--- config.mk ---
export PLATFORM = sky130hd
export DESIGN_NAME = j1_mem_arbiter
export DESIGN_NICKNAME = d
export VERILOG_FILES = /design/src/rtl/j1_pkg.sv /design/src/rtl/j1_mem_arbiter.sv
export SDC_FILE = /design/constraint.sdc
export NUM_CORES = 1
export LEC_CHECK = 0
export BUFFER_PORTS_ARGS = -buffer_cell sky130_fd_sc_hd__buf_4
export CORE_MARGIN = 2
export CORE_UTILIZATION = 37
export DETAILED_ROUTE_END_ITERATION = 16
export GPL_ROUTABILITY_DRIVEN = 0
export PLACE_DENSITY = 0.92
export SYNTH_ARGS = -nofsm -noshare
export SYNTH_HDL_FRONTEND = slang
export SYNTH_SLANG_ARGS = --single-unit
--- constraint.sdc ---
create_clock -name clk -period 2.19 [get_ports clk]
set_clock_uncertainty 0.1 [all_clocks]
set_input_delay 0.1095 -clock clk [delete_from_list [all_inputs] [get_ports clk]]
set_output_delay 0.1095 -clock clk [all_outputs]
set_load 0.03 [all_outputs]
--- src/rtl/j1_pkg.sv ---
// Shared definitions for the J1 memory subsystem: arbiter state encoding,
// port indices and a saturating-increment helper for 16-bit statistics counters.
package j1_pkg;

  typedef enum logic [1:0] {
    ARB_RUN     = 2'd0,
    ARB_LOCKED  = 2'd1,
    ARB_RELEASE = 2'd2
  } arb_state_e;

  localparam logic CORE_P = 1'b0;
  localparam logic HOST_P = 1'b1;

  localparam logic [15:0] CNT16_MAX = 16'hFFFF;

  function automatic logic [15:0] sat_inc16(input logic [15:0] value);
    if (value == CNT16_MAX) begin
      return value;
    end else begin
      return value + 16'd1;
    end
  endfunction

endpackage

--- src/rtl/j1_mem_arbiter.sv ---
// Shares one single-port synchronous RAM between the J1 core and a host/loader
// port: round-robin under contention, host lock sequencing with core hold.
module j1_mem_arbiter
  import j1_pkg::*;
#(
  parameter int   ADDR_W    = 16,
  parameter int   DATA_W    = 16,
  parameter logic BOOT_HOLD = 1'b1
) (
  input  logic              clk,
  input  logic              reset_n,
  input  logic              c_req,
  input  logic              c_we,
  input  logic [ADDR_W-1:0] c_addr,
  input  logic [DATA_W-1:0] c_wdata,
  output logic              c_gnt,
  output logic              c_rvalid,
  output logic [DATA_W-1:0] c_rdata,
  input  logic              h_req,
  input  logic              h_we,
  input  logic [ADDR_W-1:0] h_addr,
  input  logic [DATA_W-1:0] h_wdata,
  output logic              h_gnt,
  output logic              h_rvalid,
  output logic [DATA_W-1:0] h_rdata,
  input  logic              h_lock,
  output logic              core_hold,
  output logic              m_en,
  output logic              m_we,
  output logic [ADDR_W-1:0] m_addr,
  output logic [DATA_W-1:0] m_wdata,
  input  logic [DATA_W-1:0] m_rdata,
  input  logic              cnt_clr,
  output logic [15:0]       cnt_denied
);

  localparam arb_state_e RESET_STATE = BOOT_HOLD ? ARB_LOCKED : ARB_RUN;

  arb_state_e        state_r;
  logic              last_r;
  logic              h_lock_q_r;
  logic              core_hold_r;
  logic              c_rvalid_r;
  logic              h_rvalid_r;
  logic [15:0]       cnt_r;

  logic              c_gnt_s;
  logic              h_gnt_s;
  logic              m_we_s;
  logic [ADDR_W-1:0] m_addr_s;
  logic [DATA_W-1:0] m_wdata_s;
  logic              denied_s;

  // Grant decision; grants are suppressed while reset is asserted so no RAM access leaks out.
  always_comb begin
    c_gnt_s = 1'b0;
    h_gnt_s = 1'b0;
    if (reset_n) begin
      case (state_r)
        ARB_RUN: begin
          if (h_lock) begin
            h_gnt_s = h_req;
          end else if (c_req && h_req) begin
            if (last_r == HOST_P) begin
              c_gnt_s = 1'b1;
            end else begin
              h_gnt_s = 1'b1;
            end
          end else begin
            c_gnt_s = c_req;
            h_gnt_s = h_req;
          end
        end
        ARB_LOCKED: begin
          h_gnt_s = h_req;
        end
        ARB_RELEASE: begin
          c_gnt_s = 1'b0;
          h_gnt_s = 1'b0;
        end
        default: begin
          c_gnt_s = 1'b0;
          h_gnt_s = 1'b0;
        end
      endcase
    end else begin
      c_gnt_s = 1'b0;
      h_gnt_s = 1'b0;
    end
  end

  // RAM command mux; an idle bus is driven to all zeros.
  always_comb begin
    m_we_s    = 1'b0;
    m_addr_s  = '0;
    m_wdata_s = '0;
    if (c_gnt_s) begin
      m_we_s    = c_we;
      m_addr_s  = c_addr;
      m_wdata_s = c_wdata;
    end else if (h_gnt_s) begin
      m_we_s    = h_we;
      m_addr_s  = h_addr;
      m_wdata_s = h_wdata;
    end else begin
      m_we_s    = 1'b0;
      m_addr_s  = '0;
      m_wdata_s = '0;
    end
  end

  // Lock FSM with round-robin pointer and registered core hold.
  always_ff @(posedge clk or negedge reset_n) begin
    if (!reset_n) begin
      state_r     <= RESET_STATE;
      last_r      <= HOST_P;
      h_lock_q_r  <= 1'b0;
      core_hold_r <= BOOT_HOLD;
    end else begin
      h_lock_q_r  <= h_lock;
      core_hold_r <= (state_r != ARB_RUN);
      case (state_r)
        ARB_RUN: begin
          if (h_lock) begin
            state_r <= ARB_LOCKED;
          end else begin
            state_r <= ARB_RUN;
          end
        end
        ARB_LOCKED: begin
          if (h_lock_q_r && !h_lock) begin
            state_r <= ARB_RELEASE;
          end else begin
            state_r <= ARB_LOCKED;
          end
        end
        ARB_RELEASE: begin
          state_r <= ARB_RUN;
        end
        default: begin
          state_r <= RESET_STATE;
        end
      endcase
      // Leaving a lock hands the next contention to the core.
      if (state_r == ARB_RELEASE) begin
        last_r <= HOST_P;
      end else if (c_gnt_s) begin
        last_r <= CORE_P;
      end else if (h_gnt_s) begin
        last_r <= HOST_P;
      end else begin
        last_r <= last_r;
      end
    end
  end

  assign denied_s = (c_req & ~c_gnt_s) | (h_req & ~h_gnt_s);

  // Read-valid tracking and the saturating denied-cycle counter.
  always_ff @(posedge clk or negedge reset_n) begin
    if (!reset_n) begin
      c_rvalid_r <= 1'b0;
      h_rvalid_r <= 1'b0;
      cnt_r      <= 16'd0;
    end else begin
      c_rvalid_r <= c_gnt_s & ~c_we;
      h_rvalid_r <= h_gnt_s & ~h_we;
      if (cnt_clr) begin
        cnt_r <= 16'd0;
      end else if (denied_s) begin
        cnt_r <= sat_inc16(cnt_r);
      end else begin
        cnt_r <= cnt_r;
      end
    end
  end

  assign c_gnt      = c_gnt_s;
  assign h_gnt      = h_gnt_s;
  assign m_en       = c_gnt_s | h_gnt_s;
  assign m_we       = m_we_s;
  assign m_addr     = m_addr_s;
  assign m_wdata    = m_wdata_s;
  assign c_rvalid   = c_rvalid_r;
  assign h_rvalid   = h_rvalid_r;
  assign c_rdata    = m_rdata;
  assign h_rdata    = m_rdata;
  assign core_hold  = core_hold_r;
  assign cnt_denied = cnt_r;

endmodule

# [Word level (Yosys, flattened, before mapping)]
# Index checks and enable logic that the tools add are counted.
# Widths: inputs -> output; s select.
[word_totals] mem_bits_ro=0 output_inout_bits=87 register_bits=23 latch_bits=0 ramBits=0 in_bits=88 mem_count=0
[op_classes] n_mul=0 shift=0 eq_ne=4 muxes=25 n_reduce_logical=8 bitwise=10 n_lt_le_gt_ge=0 n_div=0 addsub=1
[op_table] operator="$mux 16" n=7
[op_table] operator="$add 16x1->16 const B" n=1
[op_table] operator="$eq 16x16->1 const B" n=1
[op_table] operator="$mux 1" n=15
[op_table] operator="$pmux 2 s3" n=1
[op_table] operator="$and 1x1->1" n=4
[op_table] operator="$not 1->1" n=4
[op_table] operator="$reduce_bool 2->1" n=2
[op_table] operator="$reduce_bool 3->1" n=1
[op_table] operator="$eq 2x1->1 const B" n=1
[op_table] operator="$eq 2x2->1 const B" n=1
[op_table] operator="$logic_and 1x1->1" n=2
[op_table] operator="$logic_not 2->1" n=1
[op_table] operator="$mux 2" n=1
[op_table] operator="$ne 2x2->1 const B" n=1
[op_table] operator="$or 1x1->1" n=2
[op_table] operator="$pmux 1 s2" n=1
[op_table] operator="$reduce_and 2->1" n=1
[op_table] operator="$logic_not 1->1" n=1

# [Longest topological paths before layout]
[depth] ltp_word=10 ltp_mapped=6 depth_no_buf=5

# [Worst setup path before layout]
# OpenSTA, ideal clock, no wires.
[synth_timing] path_type="register -> output" start="register state_r[0]" end="output port m_addr[10]" t_arrival_ns=1.933 required_time_ns=1.980 setup_slack_ns=0.048 stages_incl_launch_ff=6 path_cell_list="dfstp_2 nor3b_1 and3_1 buf_2 buf_1 a22o_1"
[synth_between] word_cells_on_any_way=8 cone_classes="1 x eq/ne; 6 x mux; 1 x reduce/logical"
[synth_rtl] item="from (decl)" line="j1_mem_arbiter.sv:39" text="arb_state_e state_r;"
[synth_rtl] item="from (signal assigned)" line="j1_mem_arbiter.sv:115" text="state_r <= RESET_STATE;"
[synth_rtl] item="from (signal assigned)" line="j1_mem_arbiter.sv:125" text="state_r <= ARB_LOCKED;"
[synth_rtl] item="from (signal assigned)" line="j1_mem_arbiter.sv:127" text="state_r <= ARB_RUN;"
[synth_rtl] item="$logic_not 2->1" line="j1_mem_arbiter.sv:59" text="case (state_r)"
[synth_rtl] item="$mux 1" line="j1_mem_arbiter.sv:59"
[synth_rtl] item="$mux 1" line="j1_mem_arbiter.sv:58" text="if (reset_n) begin"
[synth_rtl] item="net c_gnt" line="j1_mem_arbiter.sv:16" text="output logic c_gnt,"
[synth_rtl] item="$mux 16" line="j1_mem_arbiter.sv:97" text="if (c_gnt_s) begin"
[synth_rtl] item="to (decl)" line="j1_mem_arbiter.sv:30" text="output logic [ADDR_W-1:0] m_addr,"
# The timed path passes the listed nets, and every way through them passes these cells.

# [Final worst setup path]
[layout_timing] start="register state_r[1]" end="output port m_wdata[1]"
[layout_between] elab_chain_len=5 word_cells_on_any_way=8 cone_classes="1 x eq/ne; 6 x mux; 1 x reduce/logical"
[layout_lines] item="$eq 2x1->1 or $logic_not 2->1 (tied branches)" line="j1_mem_arbiter.sv:59"
[layout_lines] item="$pmux 1 s2" line="j1_mem_arbiter.sv:59"
[layout_lines] item="$mux 1" line="j1_mem_arbiter.sv:58"
[layout_lines] item="$mux 16" line="j1_mem_arbiter.sv:101" text="end else if (h_gnt_s) begin"
[layout_lines] item="$mux 16 (*)" line="j1_mem_arbiter.sv:97"
[layout_lines] item="to (decl)" line="j1_mem_arbiter.sv:31" text="output logic [DATA_W-1:0] m_wdata,"
# Every way passes the cells marked *; elsewhere a longest branch is shown, timed or not.

==> run_results.csv <==
group,metric,value,unit
detailed_routing,wirelength,5528,um
final_layout,final_cells,367,
yosys,netlist.top_cell.by_area,"dfrtp_1",
pwr,p_sw,0.3720,mW
final_layout,antennaDiodeCount,0,
detailed_routing,num_vias,1955,
detailed_routing,avgViaCountPerCell,5.327,
sta,slew_violations,0,
grt,grt_pass1_wl,7879,um
sta,worst_pin_slew,0.3469,ns
clocking,cts-root-buf,"clkbuf_8",
clocking,cts_setup_buffers,0,
place,dp_hpwl,4458,um
floorplan,die_area,0.005483,mm^2
detailed_routing,drtIter0Drc,151,
detailed_routing,wire_per_inst,15.06,um
clocking,clock-sinks,23,
final_layout,final_cell_mix,"buf_4 (132), a22o_1 (32), dfrtp_1 (20), nor2b_1 (10), a21oi_1 (10)",
grt,grt-ovfl-total,0,
pwr,cellLeakagePower,1.330,nW
pwr,power_frac_seq,0.403,
final_layout,multi_input_area,954.7,um^2
grt,grt_pass1_vias,1665,
clocking,clock_path_buffers,2,
yosys,ys_seq_elements,23,
final_layout,drive_above_1_share,0.5200,
sta,whs,0.06491,ns
worst_hold_path,min_path_type,"input pin to flop",
grt,grt_max_degree,35,
worst_hold_path,hp-start,"cnt_clr",
yosys,synth_cell_types,38,
critical_path,crit_fanout,34,
critical_path,cp-start-kind,"flop",
critical_path,slowest_delay,0.46,ns
final_layout,area_delta_synth_final,50.31,%
sta,fin_crit,2.063,ns
job,drv_cap,0,
pwr,ir_drop,0.2515,mV
place,dp_cells,359,
grt,antenna_found_initial,0,
pwr,powerDensity,417.4,mW/mm^2
clocking,clock_latency,0.27,ns
pwr,power,1.139,mW
floorplan,core_area,0.004723,mm^2
grt,track_usage,0.1861,
yosys,synth_flop_cell,"dfrtp_1",
critical_path,end_kind,"output pin",
place,portBuffers,126,
sta,fmax,0.4847,GHz
critical_path,arrival,1.85,ns
yosys,ys_top_cells_by_area,"dfrtp_1 (28%), a22o_1 (15%), buf_4 (13%), dfstp_2 (4.3%), mux2_2 (4.3%)",
yosys,synth_top_cell_area_share,0.2757,
critical_path,cp_num_buf_inv,2,
clocking,cts_buffers,3,
critical_path,required,1.98,ns
sta,finalSetupTns,0,ns
yosys,async_flop_share,1.000,
clocking,cts_tree,"built",
floorplan,die_height,74.05,um
floorplan,core.rowCount,25,
detailed_routing,drc,0,
critical_path,cp-startpoint,"state_r[1]",
clocking,clk_pin_slew_worst_paths,0.09,ns
critical_path,crit_chain,"nor2b_2 > nand2_1 > a21oi_2 > buf_12 > a22o_1 > buf_4",
sta,grt_setup_unrepaired,"no",
yosys,synth_enable_flop_cells,0,
pwr,switching_share,0.3266,
critical_path,crit_type,"flop to output pin",
yosys,synth_cells,203,
yosys,syn_area_per_cell,8.943,um^2
final_layout,nFillCells,431,
yosys,syn_nets,292,
detailed_routing,antenna_left,0,
floorplan,fp.dieW,74.05,um
sta,min_period_over_period,0.9421,
yosys,netlist_area,0.001815,mm^2
floorplan,io_pins,175,
final_layout,seq_area,579.3,um^2
pwr,cell_internal_pwr,0.7670,mW
clocking,cts_max_level,1,
yosys,seq_area_frac_synth,0.3191,
pwr,comb_power_share,0.353,
sta,slew_headroom,0.7687,
critical_path,cpMaxStageDelayCell,"dfrtp_1",
critical_path,r2r-start,"cnt_denied[3]",
detailed_routing,first_pass_iters,4,
sta,finalSetupViolations,0,
final_layout,layout_commonest_cell,"buf_4",
floorplan,start_util,0.3844,
yosys,ys_warn_count,0,
outcome,status,"finished, final reports clean",
critical_path,critical-path-top-delay-family,"flip-flops",
final_layout,final_nets,390,
pwr,clkPwrFrac,0.244,
sta,hold_viol,0,
cells by family after synthesis:
kind of cell             Yosys count  share of synthesized area
AND/OR/NAND/NOR                   64                     0.2109
AO/OA/AOI/OAI                     60                     0.2488
buffers and inverters             47                     0.1654
flip-flops                        23                     0.3191
multiplexers                       8                    0.04893
adder cells (fa/ha/maj)            1                   0.006891
routing by layer:
metal | up-vias | global-route usage | wire length, um
li1 | 927 | - | -
met2 | 99 | 0.3016 | 2792
met5 | - | 0 | 0
met3 | 9 | 0.03659 | 353
met1 | 920 | 0.2404 | 2273
met4 | 0 | 0.08283 | 109
path summary, 6_finish.rpt:
check / to / slack [ns] / cells past startpoint
worst max-delay path: m_wdata[1] / 0.13 / 6
worst min-delay path: cnt_denied[13] / 0.06 / 2
worst max register to register: cnt_denied[15] / 0.16 / 4
worst min register to register: state_r[1] / 0.40 / 2
max in group asynchronous: last_r / 1.41 / 3
min in group asynchronous: cnt_denied[13] / 0.28 / 3
per-stage QoR:
step                  util  instance area (um^2)  setup WS, ns
floorplan                -                  1815       0.04784
global placement    0.5558                  2625        0.2067
detailed placement  0.5558                  2625        0.1618
CTS                 0.5756                  2719       0.02022
global route        0.5777                  2729       0.01206
finish              0.5777                  2729        0.1269
Yosys cell counts, types with 2 or more instances:
cell type  number
a22o_1         32
buf_4          32
dfrtp_1        20
a21oi_1        11
nor2b_1        11
clkbuf_1        8
nand2_1         8
nor2_1          8
mux2_2          7
nand3_1         7
nor4_1          6
o21ai_0         6
o31ai_1         6
or4_1           6
buf_2           3
dfstp_2         3
inv_1           3
nand4_1         3
nor3b_1         2
or2_2           2
or3_1           2
state kept, by name, summed over array words and instances, names as in the netlist:
signal and flops:
state_r 2, c_rvalid 1, last_r 1, core_hold 1
cnt_denied 16, h_lock_q_r 1, h_rvalid 1
area by class of cell:
| class | count | share of cell area |
|---|---|---|
| clock buffer | 3 | 0.01513 |
| clock inverter | 1 | 0.002751 |
| inverter | 3 | 0.004127 |
| multi-input combinational | 133 | 0.3498 |
| sequential | 23 | 0.2123 |
| tap | 67 | 0.03072 |
| timing repair buffer | 137 | 0.3851 |
timing repair:
action / 4_1_cts / 5_1_grt
endpoints found under the setup margin: 16 / 6
resized for setup: 1 / 3
pin swaps: 0 / 0
hold endpoints to repair: 25 / 0
hold buffers: 4 / 0
power by group through the flow:
| stage | clock network (mW) | logic, mW | registers [mW] |
|---|---|---|---|
| after detailed placement | 0 | 0.397 | 0.466 |
| after global placement | 0 | 0.391 | 0.465 |
| after CTS | 0.289 | 0.404 | 0.458 |
| after global routing | 0.306 | 0.427 | 0.462 |
| final | 0.278 | 0.402 | 0.459 |
| after floorplan | 0 | 0.283 | 0.478 |
worst register-to-register path: stages (launching register included):
cell     delay (ns)
dfrtp_1        0.47
nand4_2        0.21
or4_4          0.58
nor4_1         0.20
mux2_2         0.36
Power figures use the tool's default switching activity.
